===== src/rtl/tick_sample_avg.sv =====
// tick_sample_avg: on each accepted interval tick, request one sample from the
// sensor interface (with an acknowledge timeout), accumulate 2^K good samples
// and publish their truncated mean with a one-cycle avg_valid strobe.
//
// Sensor handshake: smp_req is a level that rises the cycle after a tick is
// accepted and stays high until smp_ack is sampled high (smp_data is captured
// on that same edge) or until TO_CYCLES cycles have elapsed without an ack.
// Both cases drop smp_req on the following cycle.
module tick_sample_avg #(
  parameter int DW        = 12,
  parameter int K         = 3,
  parameter int TO_CYCLES = 50000
) (
  input  logic          clk,
  input  logic          reset,
  input  logic          tick,
  input  logic          enable,
  input  logic          smp_ack,
  input  logic [DW-1:0] smp_data,
  output logic          smp_req,
  output logic [DW-1:0] avg_out,
  output logic          avg_valid,
  output logic          timeout_err,
  output logic          overrun,
  output logic          busy,
  output logic [1:0]    state_dbg
);

  localparam int TW = (TO_CYCLES > 1) ? $clog2(TO_CYCLES) : 1;
  localparam logic [TW-1:0] TO_LAST  = TW'(TO_CYCLES - 1);
  localparam logic [K-1:0]  CNT_LAST = '1;

  typedef enum logic [1:0] {
    IDLE  = 2'd0,
    WAIT  = 2'd1,
    ACCUM = 2'd2
  } state_t;

  state_t          state_q;
  state_t          state_n;
  logic [DW+K-1:0] acc;
  logic [K-1:0]    cnt;
  logic [TW-1:0]   tocnt;
  logic [DW-1:0]   data_q;
  logic [DW+K-1:0] sum;

  // Decoded events for the current cycle.
  logic to_fire;
  logic win_done;
  logic ovr;

  // Sum is formed at full accumulator width so a window of all-ones cannot wrap.
  assign sum       = acc + {{K{1'b0}}, data_q};
  assign state_dbg = state_q;

  // State register.
  always_ff @(posedge clk or negedge reset) begin
    if (!reset) state_q <= IDLE;
    else        state_q <= state_n;
  end

  // Next-state logic and per-cycle event decode.
  always_comb begin
    state_n  = state_q;
    to_fire  = 1'b0;
    win_done = 1'b0;
    ovr      = 1'b0;
    case (state_q)
      IDLE: begin
        if (tick && enable) state_n = WAIT;
      end
      WAIT: begin
        ovr = tick;
        if (smp_ack) begin
          // An ack on the final wait cycle still wins over the timeout.
          state_n = ACCUM;
        end else if (tocnt == TO_LAST) begin
          state_n = IDLE;
          to_fire = 1'b1;
        end
      end
      ACCUM: begin
        ovr      = tick;
        win_done = (cnt == CNT_LAST);
        state_n  = IDLE;
      end
      default: state_n = IDLE;
    endcase
  end

  // Registered outputs: strobes, request level and busy follow the next state.
  always_ff @(posedge clk or negedge reset) begin
    if (!reset) begin
      smp_req     <= 1'b0;
      avg_valid   <= 1'b0;
      timeout_err <= 1'b0;
      overrun     <= 1'b0;
      busy        <= 1'b0;
    end else begin
      smp_req     <= (state_n == WAIT);
      avg_valid   <= win_done;
      timeout_err <= to_fire;
      overrun     <= ovr;
      busy        <= (state_n != IDLE);
    end
  end

  // Datapath: timeout counter, sample capture, accumulation and averaging.
  always_ff @(posedge clk or negedge reset) begin
    if (!reset) begin
      acc     <= '0;
      cnt     <= '0;
      tocnt   <= '0;
      data_q  <= '0;
      avg_out <= '0;
    end else begin
      case (state_q)
        IDLE: begin
          tocnt <= '0;
          // A disable while idle abandons the partial window.
          if (!enable) begin
            acc <= '0;
            cnt <= '0;
          end
        end
        WAIT: begin
          if (smp_ack)       data_q <= smp_data;
          else if (!to_fire) tocnt  <= tocnt + TW'(1);
        end
        ACCUM: begin
          if (win_done) begin
            avg_out <= sum[DW+K-1:K];
            acc     <= '0;
            cnt     <= '0;
          end else begin
            acc <= sum;
            cnt <= cnt + K'(1);
          end
        end
        default: ;
      endcase
    end
  end

endmodule


===== config.mk =====
export PLATFORM = sky130hd
export DESIGN_NAME = tick_sample_avg
export DESIGN_NICKNAME = d
export VERILOG_FILES = /design/src/rtl/tick_sample_avg.sv
export SDC_FILE = /design/constraint.sdc
export NUM_CORES = 1
export LEC_CHECK = 0
export CAP_MARGIN = 5
export CORE_MARGIN = 5
export CORE_UTILIZATION = 56
export DETAILED_ROUTE_END_ITERATION = 8
export PLACE_DENSITY = 0.79
export SLEW_MARGIN = 10
export SYNTH_ARGS = -nofsm -noshare
export SYNTH_HDL_FRONTEND = slang
export SYNTH_SLANG_ARGS = --single-unit

===== constraint.sdc =====
create_clock -name clk -period 3.26 [get_ports clk]
set_clock_uncertainty 0.2 [all_clocks]
set_input_delay 0.652 -clock clk [delete_from_list [all_inputs] [get_ports clk]]
set_output_delay 0.652 -clock clk [all_outputs]
set_load 0.03 [all_outputs]

* Word-level counts from Yosys, hierarchy flattened
Index checks and enable logic that the tools add are counted.
** Operators by class
- Bitwise gates (word level) :: 0
- Equal/unequal tests :: 8
- Reduce and logical (&&, ||, !) cells :: 10
- $lt $le $gt $ge :: 0
- Shifts and indexed selects :: 0
- Div/mod/pow operators :: 0
- Add/subtract/negate cells :: 3
- $mul :: 0
- Mux-type cells :: 18
** Operator list (number)
- 2-to-1 mux 16 bit :: 2
- case mux 16 bit (2 select lines) :: 1
- 2-to-1 mux 15 bit :: 2
- case mux 15 bit (2 select lines) :: 1
- adder 16 x 1 -> 16 bit, second input constant :: 1
- equality test 16 bit, second input constant :: 1
- adder 15 x 12 -> 15 bit :: 1
- 2-to-1 mux 2 bit :: 3
- 2-to-1 mux 3 bit :: 2
- inequality test 2 bit, second input constant :: 3
- case mux 3 bit (2 select lines) :: 1
- AND reduction 2 bit :: 3
- nonzero test 2 bit :: 3
- 2-to-1 mux 1 bit :: 5
- equality test 2 x 1 -> 1 bit, second input constant :: 2
- case mux 2 bit (2 select lines) :: 1
- adder 3 x 1 -> 3 bit, second input constant :: 1
- equality test 3 bit, second input constant :: 1
- AND reduction 3 bit :: 1
- equality test 2 bit, second input constant :: 1
- zero test 2 bit :: 1
- OR reduction 2 bit :: 1
- logical AND 1 bit :: 1
** Storage, ports and cells
- Input bits :: 17
- Bits in read-only memories :: 0
- Memories kept :: 0
- Latch bits :: 0
- Output and inout bits :: 19
- Bits in writable memories :: 0
- Flip-flop bits (word level) :: 65
- Logic and storage cells :: 50

* Logic depth before layout (Yosys ltp)
Gate-level depths: netlist of the first run.
- Depth in word-level cells :: 7
- Depth in mapped cells :: 9

* Least setup slack after synthesis of the first run
Ideal clock, no wire load.
- Path kind :: register to register
- Start point :: register acc[0]
- End point :: register acc[12]
- Buffers on the path :: 0
- Data required time :: 2977 ps
- Period minus slack after synthesis :: 2265 ps
- Cell stages (with the launch flop) :: 10
- Setup slack :: 995 ps
- Arrival :: 1982 ps
- Cell sequence :: dfrtp_1 ha_1 inv_1 fa_1 nor2b_1 o211ai_1 a211oi_1 nor3_1 or3_1 o21ai_0
** On the way
- Longest elaborated chain between the ends :: 3
** Ends and longest elaborated chain
- start: declaration :: RTL line 41 : logic [DW+K-1:0] acc;
- start signal: assignment :: RTL line 136 : acc <= sum;
- adder 15 x 12 -> 15 bit :: RTL line 53 : assign sum = acc + {{K{1'b0}}, data_q};
- 2-to-1 mux 15 bit :: RTL line 131 : if (win_done) begin
- case mux 15 bit (2 select lines) :: RTL line 117 : case (state_q)
No other way between the ends.
A chain may end at the register's enable or synchronous reset.

* Worst setup path after layout of the first run
Same ends and word-level chain as after synthesis.

==> summary.md, run 1 <==
| Metric | Value |
|---|---|
| Status | `finished, final reports clean` |
| Primary FF master, synth | `dfrtp_1` |
| Power Dens Cells | `836 nW/um2` |
| Cells after synthesis | `slightly above 300` |
| Initial antenna violation count | `0` |
| Relative slew slack | `0.463` |
| DRT Pass-1 Iters | `4` |
| Most common cell after layout, fill and taps aside | `dfrtp_1` |
| Routed WL per cell | `between 10 and 15 um` |
| Worst-margin pin slew | `between 0.8 and 0.9 ns` |
| CTS tree | `done` |
| Vias in the first global route | `around 2500` |
| DR vias | `between 2000 and 2500` |
| Critical path class | `flip-flop to flip-flop` |
| Max VDD drop | `between 400 and 500 uV` |
| Crit end category | `flip-flop` |
| Post-synth EDFFs | `0` |
| Highest clock rate | `about 0.38 GHz` |
| # resized after CTS | `0` |
| PnR Total Power | `~0.0034 W` |
| RD Place Congestion | `approximately 0.84` |
| Cts bufs inserted | `9` |
| Post-DP HPWL | `around 4.5 mm` |
| Clock latency on the worst-skew pair | `around 0.34 ns` |
| Final worst-path cycle share | `0.799` |
| Max-slew violation count | `0` |
| CTS H-tree depth | `3` |
| CTS clk-pin slew, worst paths | `0.07 ns` |
| I/O pin count | `36` |
| Flop and latch count out of synthesis | `65` |
| Crit path time final | `2.60 ns` |
| Async set-or-reset flop fraction in the synthesized netlist | `1.00` |
| Die height | `about 87 um` |
| Row count | `28` |
| Setup bufs post-CTS | `0` |
| RSZ-0062 raised after global routing | `no` |
| Area Growth Syn to Fin | `20.6%` |
| Sequential area share after synthesis | `0.488` |
| # diodes | `0` |
| Pleak | `about 1.8 nW` |
| Antenna Nets Post-Route | `0` |
| CP required | `around 3.3 ns` |
| Final Hold Vio Count | `0` |
| Largest net degree at the start of global routing | `66` |
| Layout cells sized above 1 | `0.145` |
| Post-synth cell types | `48` |
| Die Width | `87.2 um` |
| Syn Area/Cell | `between 10 and 15 um2` |
| Setup_tns | `0 ns` |
| Hold WC Path Type | `flip-flop to flip-flop` |
| First-pass GRT wire length | `11.2 mm` |
| Total grt overflow | `0` |
| Commonest non-fill, non-tap cells in the layout | `dfrtp_1, clkdlybuf4s50_1, nand2_1, mux2_2` |
| Hold_buf cts | `0` |
| Crit path DAT | `between 2 and 3 ns` |
| Number of DRC markers in iteration 0 | `139` |
| Final setup viols | `0` |
| Final net count | `383` |
| Max-Cap Viols | `0` |
| Total number of yosys warnings | `0` |
| Wirelength, routed | `approximately 6.3 mm` |
| Clk root buf | `clkbuf_8` |
| Via density | `between 5 and 6` |
| Synth Cell Area | `between 3000 and 4000 um2` |
| Die area | `7600 um2` |
| Port Buffers | `35` |
| All-layer global routing usage | `0.188` |
| Clk buf depth | `2` |
| Net Count, Synth | `between 300 and 400` |
| Crit path launch type | `flip-flop` |
| Initial Utilization | `0.570` |
| Core region area | `slightly below 6000 um2` |
| DRC | `0` |
| CTS Sinks | `65` |
| Maximum fanout along the worst path | `3` |
[cells by family (layout without fill, tap and decap cells)]
family | after synthesis | after routing | share of synthesized area
flops | 65 | 65 | 0.488
mux | 23 | 23 | 0.0765
simple gates | 90 | 90 | 0.143
fa+ha+maj | 19 | 19 | 0.0735
buf+inv | 17 | 66 | 0.0191
xor+xnor | 21 | 21 | 0.0552
compound gates | 68 | 68 | 0.145
[path summary, 6_finish.rpt]
check / slack, ns / cells after the start / from / endpoint
hold / removal: 0.28 / 2 / avg_out[2]$_DFFE_PN0P_ / avg_out[2]$_DFFE_PN0P_
setup / recovery: 0.66 / 9 / acc[0]$_DFFE_PN0P_ / acc[12]$_DFFE_PN0P_
setup reg to reg: 0.66 / 9 / acc[0]$_DFFE_PN0P_ / acc[12]$_DFFE_PN0P_
hold reg to reg: 0.28 / 2 / avg_out[2]$_DFFE_PN0P_ / avg_out[2]$_DFFE_PN0P_
min in group asynchronous: 0.29 / 2 / reset / tocnt[8]$_DFFE_PN0P_
max in group asynchronous: 2.04 / 2 / reset / acc[14]$_DFFE_PN0P_
[cell usage after synthesis, drive strengths merged (3+ instances only)]
master  number  area share
mux2i        3      0.0090
o211ai       3      0.0068
xor2         9       0.024
ha          18       0.068
mux2        20       0.068
o21ai       20       0.030
a211oi       3      0.0068
nand2b       3      0.0056
nor2b        5      0.0094
clkbuf       4      0.0045
xnor2       12       0.032
a22o         9       0.024
dfrtp       65        0.49
inv         12       0.014
nor2        18       0.020
nand2       28       0.032
a21o         4      0.0090
nand4        5       0.014
or3          3      0.0056
a21oi       13       0.020
nand3       10       0.015
nor3         7       0.012
[where the power goes]
group          leakage (nW)  total (W)  switching [W]  internal [W]
sequential            0.869    0.00112       0.000122      0.000995
combinational         0.807    0.00142       0.000806      0.000610
clock                 0.126   0.000827       0.000302      0.000525
total                  1.80    0.00336        0.00123       0.00213
[layer usage]
metal / vias to the layer above / wire length (um) / GRT usage
met2: 35 / 3020 / 0.304
met1: 1176 / 3000 / 0.250
met5: - / 0 / 0
met3: 9 / 183 / 0.0322
met4: 0 / 93 / 0.0795
li1: 1187 / - / -
[cell type report]
type | instances | area, um2
Fill cell | 419 | 1830
Multi-Input combinational cell | 221 | 1640
Sequential cell | 65 | 1630
Timing Repair Buffer | 38 | 368
Clock buffer | 10 | 138
Clock inverter | 6 | 105
Tap cell | 75 | 93.8
Inverter | 12 | 45.0
[flip-flops by register name, indices dropped and copies added (netlist names)]
| register | count |
|---|---|
| acc | 15 |
| avg_out | 12 |
| avg_valid | 1 |
| busy | 1 |
| cnt | 3 |
| data_q | 12 |
| overrun | 1 |
| smp_req | 1 |
| state_dbg | 2 |
| timeout_err | 1 |
| tocnt | 16 |
[metrics by stage]
step | std cells | instance area (um2) | worst slack [ns] | hold WS (ns) | util
after floorplan | 303 | 3330 | 0.995 | 0.156 | -
after global placement | 411 | 3780 | 0.610 | 0.264 | 0.646
after detailed placement | 411 | 3780 | 0.514 | 0.272 | 0.646
after CTS | 427 | 4020 | 0.669 | 0.287 | 0.687
after global routing | 427 | 4020 | 0.502 | 0.331 | 0.687
final | 427 | 4020 | 0.656 | 0.275 | 0.687
[critical path: stages (launching register included)]
cell,delay (ns)
dfrtp_1,0.35
ha_1,0.17
inv_1,0.06
fa_1,0.41
nor2b_1,0.17
o211ai_1,0.15
a211oi_1,0.42
nor3_1,0.16
or3_1,0.34
o21ai_0,0.09
(Power assumes the default switching activity.)
==> inputs of run 2 (changes only) <==
CORE_UTILIZATION = 51   (was 56)
PLACE_DENSITY = 0.76   (was 0.79)
clock period = 2.1 ns   (was 3.26 ns; I/O delays follow)
==> run 2 against run 1 <==
Effect of this change: the run now ends with negative setup slack left; worst setup slack worse by 0.95 ns; via count grew 11%; wire length rose by 17%; sequential power rose by 59%; cell count is 12% higher; largest power group unchanged; global-route usage fell by 0.35 points; maximum frequency increased by 8.9%; first-iteration DRC count decreased by 0.72%; clock-buffer cell count rose by 1; power increased by 78%; critical path depth rose by 1; clock power increased by 25%.
==> summary.md, run 2 (same netlist as run 1, synthesis figures left out) <==
| Metric | Value |
|---|---|
| Area Growth Syn to Fin | `38.9%` |
| Clock latency on the worst-skew pair | `between 0.3 and 0.4 ns` |
| CTS Sinks | `65` |
| Cts bufs inserted | `9` |
| Seq pwr share | `0.297` |
| Final worst slack | `-0.291 ns` |
| Placed cell count | `454` |
| Switching power | `roughly 0.0023 W` |
| Final Hold Vio Count | `0` |
| Crit path launch type | `flip-flop` |
| # fillers | `~420` |
| Crit path time final | `between 2 and 2.5 ns` |
| Hold path startpoint | `avg_out[2]$_DFFE_PN0P_` |
| Top delay family on crit path | `compound AO/OA/AOI/OAI gates` |
| PnR Total Power | `around 0.006 W` |
| Critical Path Source | `acc[0]$_DFFE_PN0P_` |
| Layout cells sized above 1 | `0.335` |
| Routed WL per cell | `~15 um` |
| Die area | `between 8000 and 9000 um2` |
| Critical path class | `flip-flop to flip-flop` |
| Crit end category | `flip-flop` |
| Worst-margin pin slew | `~0.4 ns` |
| Vias in the first global route | `around 2700` |
| Max-Cap Viols | `0` |
| Most used routing layer | `met2` |
| First-pass GRT wire length | `12.5 mm` |
| Core region area | `around 6300 um2` |
| Clk buf depth | `2` |
| Logic gate share of total power | `0.531` |
| Number of DRC markers in iteration 0 | `138` |
| Post-layout util | `0.730` |
| Final net count | `around 440` |
| Pleak | `between 2 and 2.5 nW` |
| Final setup viols | `15` |
| Initial antenna violation count | `0` |
| Largest regs | `tocnt: 16 flops, acc: 15 flops` |
| Relative slew slack | `0.731` |
| Largest net degree at the start of global routing | `66` |
| Die Width | `around 91 um` |
| Initial Utilization | `0.525` |
| Row count | `29` |
| Worst Path Buf+Inv | `2` |
| Placed cell area | `4200 um2` |
| I/O pin count | `36` |
| Crit path DAT | `~2.5 ns` |
| Failing checks | `negative setup slack` |
| Commonest non-fill, non-tap cells in the layout | `dfrtp_1, buf_4, clkdlybuf4s50_1, nand2_1, nor2_1` |
| Int Pwr | `~0.0037 W` |
| Met1 usage | `0.251` |
| DR vias | `~2700` |
| Worst hold slack | `~0.28 ns` |
| Sw Share | `0.382` |
| Status | `finished, violations left` |
| Max reg flops | `16` |
| Slowest CP cell | `dfrtp_1` |
| Most common cell after layout, fill and taps aside | `dfrtp_1` |
| Max-slew violation count | `0` |
| Maximum fanout along the worst path | `3` |
| Slowest stage delay, CP | `0.36 ns` |
| Hold WC Path Type | `flip-flop to flip-flop` |
| Die height | `90.9 um` |
| Clk root buf | `clkbuf_8` |
| Met3 usage | `0.0392` |
| Post-Layout Cell Count | `480` |
| Port Buffers | `35` |
| Via density | `between 5 and 6` |
| All-layer global routing usage | `0.184` |
| Max VDD drop | `1010 uV` |
| R2r startpoint | `acc[0]$_DFFE_PN0P_` |
| CP required | `~2.2 ns` |
| Post-DP HPWL | `about 5 mm` |
| Crit path cell chain | `ha_2, inv_2, fa_2, nor2b_2, o211ai_1, a211oi_2, nor3_2, buf_4, xnor2_2, o21ai_1` |
| DRT Pass-1 Iters | `4` |
| Clock power frac | `0.172` |
| CTS clk-pin slew, worst paths | `around 0.07 ns` |
| DRC | `0` |
| CTS H-tree depth | `3` |
| RD Place Congestion | `0.868` |
| Register with the most flip-flops | `tocnt` |
| # diodes | `0` |
| Highest clock rate | `around 0.42 GHz` |
| Power Dens Cells | `approximately 1300 nW/um2` |
| RSZ-0062 raised after global routing | `yes` |
| CTS tree | `done` |
| Total grt overflow | `0` |
| Final Instance Area | `about 4600 um2` |
| Final worst-path cycle share | `1.14` |
| Wirelength, routed | `7.38 mm` |
| Met2 global-route usage | `0.289` |
| Antenna Nets Post-Route | `0` |
==> run 2: changes by cell type in the layout (fill, tap and decap cells not counted), sizes merged <==
cell / delta
buf: +52
bufinv: -2
clkinv: -2
clkbuf: +1
clkinvlp: +1
dlygate4sd3: +1
==> run 2: area by class of cell <==
type | instances | area, um2 | share of cell area
Tap cell | 77 | 96.3 | 0.0208
Clock buffer | 11 | 141 | 0.0305
Inverter | 12 | 45.0 | 0.00972
Clock inverter | 3 | 42.5 | 0.00918
Sequential cell | 65 | 1630 | 0.352
Timing Repair Buffer | 91 | 810 | 0.175
Multi-Input combinational cell | 221 | 1870 | 0.403
==> run 2: metrics by stage <==
step                      setup slack [ns]  setup TNS [ns]
after global routing                -0.389           -4.00
after detailed placement            -0.267           -3.87
final                               -0.291           -2.15
after floorplan                    -0.0806          -0.326
after global placement              -0.208           -2.93
after CTS                           -0.245           -2.24
==> run 2: power by group through the flow <==
stage | clock network, W | registers, W | logic [W]
global route | 0.00111 | 0.00181 | 0.00348
finish | 0.00103 | 0.00178 | 0.00318
floorplan | 0 | 0.00182 | 0.00170
global placement | 0 | 0.00177 | 0.00268
CTS | 0.00105 | 0.00176 | 0.00286
detailed placement | 0 | 0.00178 | 0.00276
==> run 2: layer usage <==
metal	up-vias	share of wire
met5	-	0
met1	1314	0.47
met4	0	0.021
li1	1288	-
met3	15	0.033
met2	54	0.48
==> run 2: worst min-delay path, cell delays in order (launching register included) <==
cell and delay (ns):
dfrtp_1 0.34, nand2_1 0.04, o21ai_0 0.06
==> run 2: path summary, 6_finish.rpt <==
path / end / slack, ns / cells past startpoint
max: avg_out[9]$_DFFE_PN0P_ / -0.29 / 10
min reg2reg: avg_out[2]$_DFFE_PN0P_ / 0.28 / 2
max in group asynchronous: state_dbg[1]$_DFF_PN0_ / 0.97 / 3
max reg2reg: avg_out[9]$_DFFE_PN0P_ / -0.29 / 10
min in group asynchronous: data_q[9]$_DFFE_PN0P_ / 0.44 / 3
min: avg_out[2]$_DFFE_PN0P_ / 0.28 / 2
==> run 2: timing repair <==
| action | CTS | global route |
|---|---|---|
| resized for setup | 11 | 27 |
| endpoints found under the hold margin | 65 | 0 |
| endpoints found under the setup margin | 19 | 26 |
| hold buffers | 1 | 0 |
| buffers inserted | 3 | 8 |
| pin swaps | 19 | 22 |
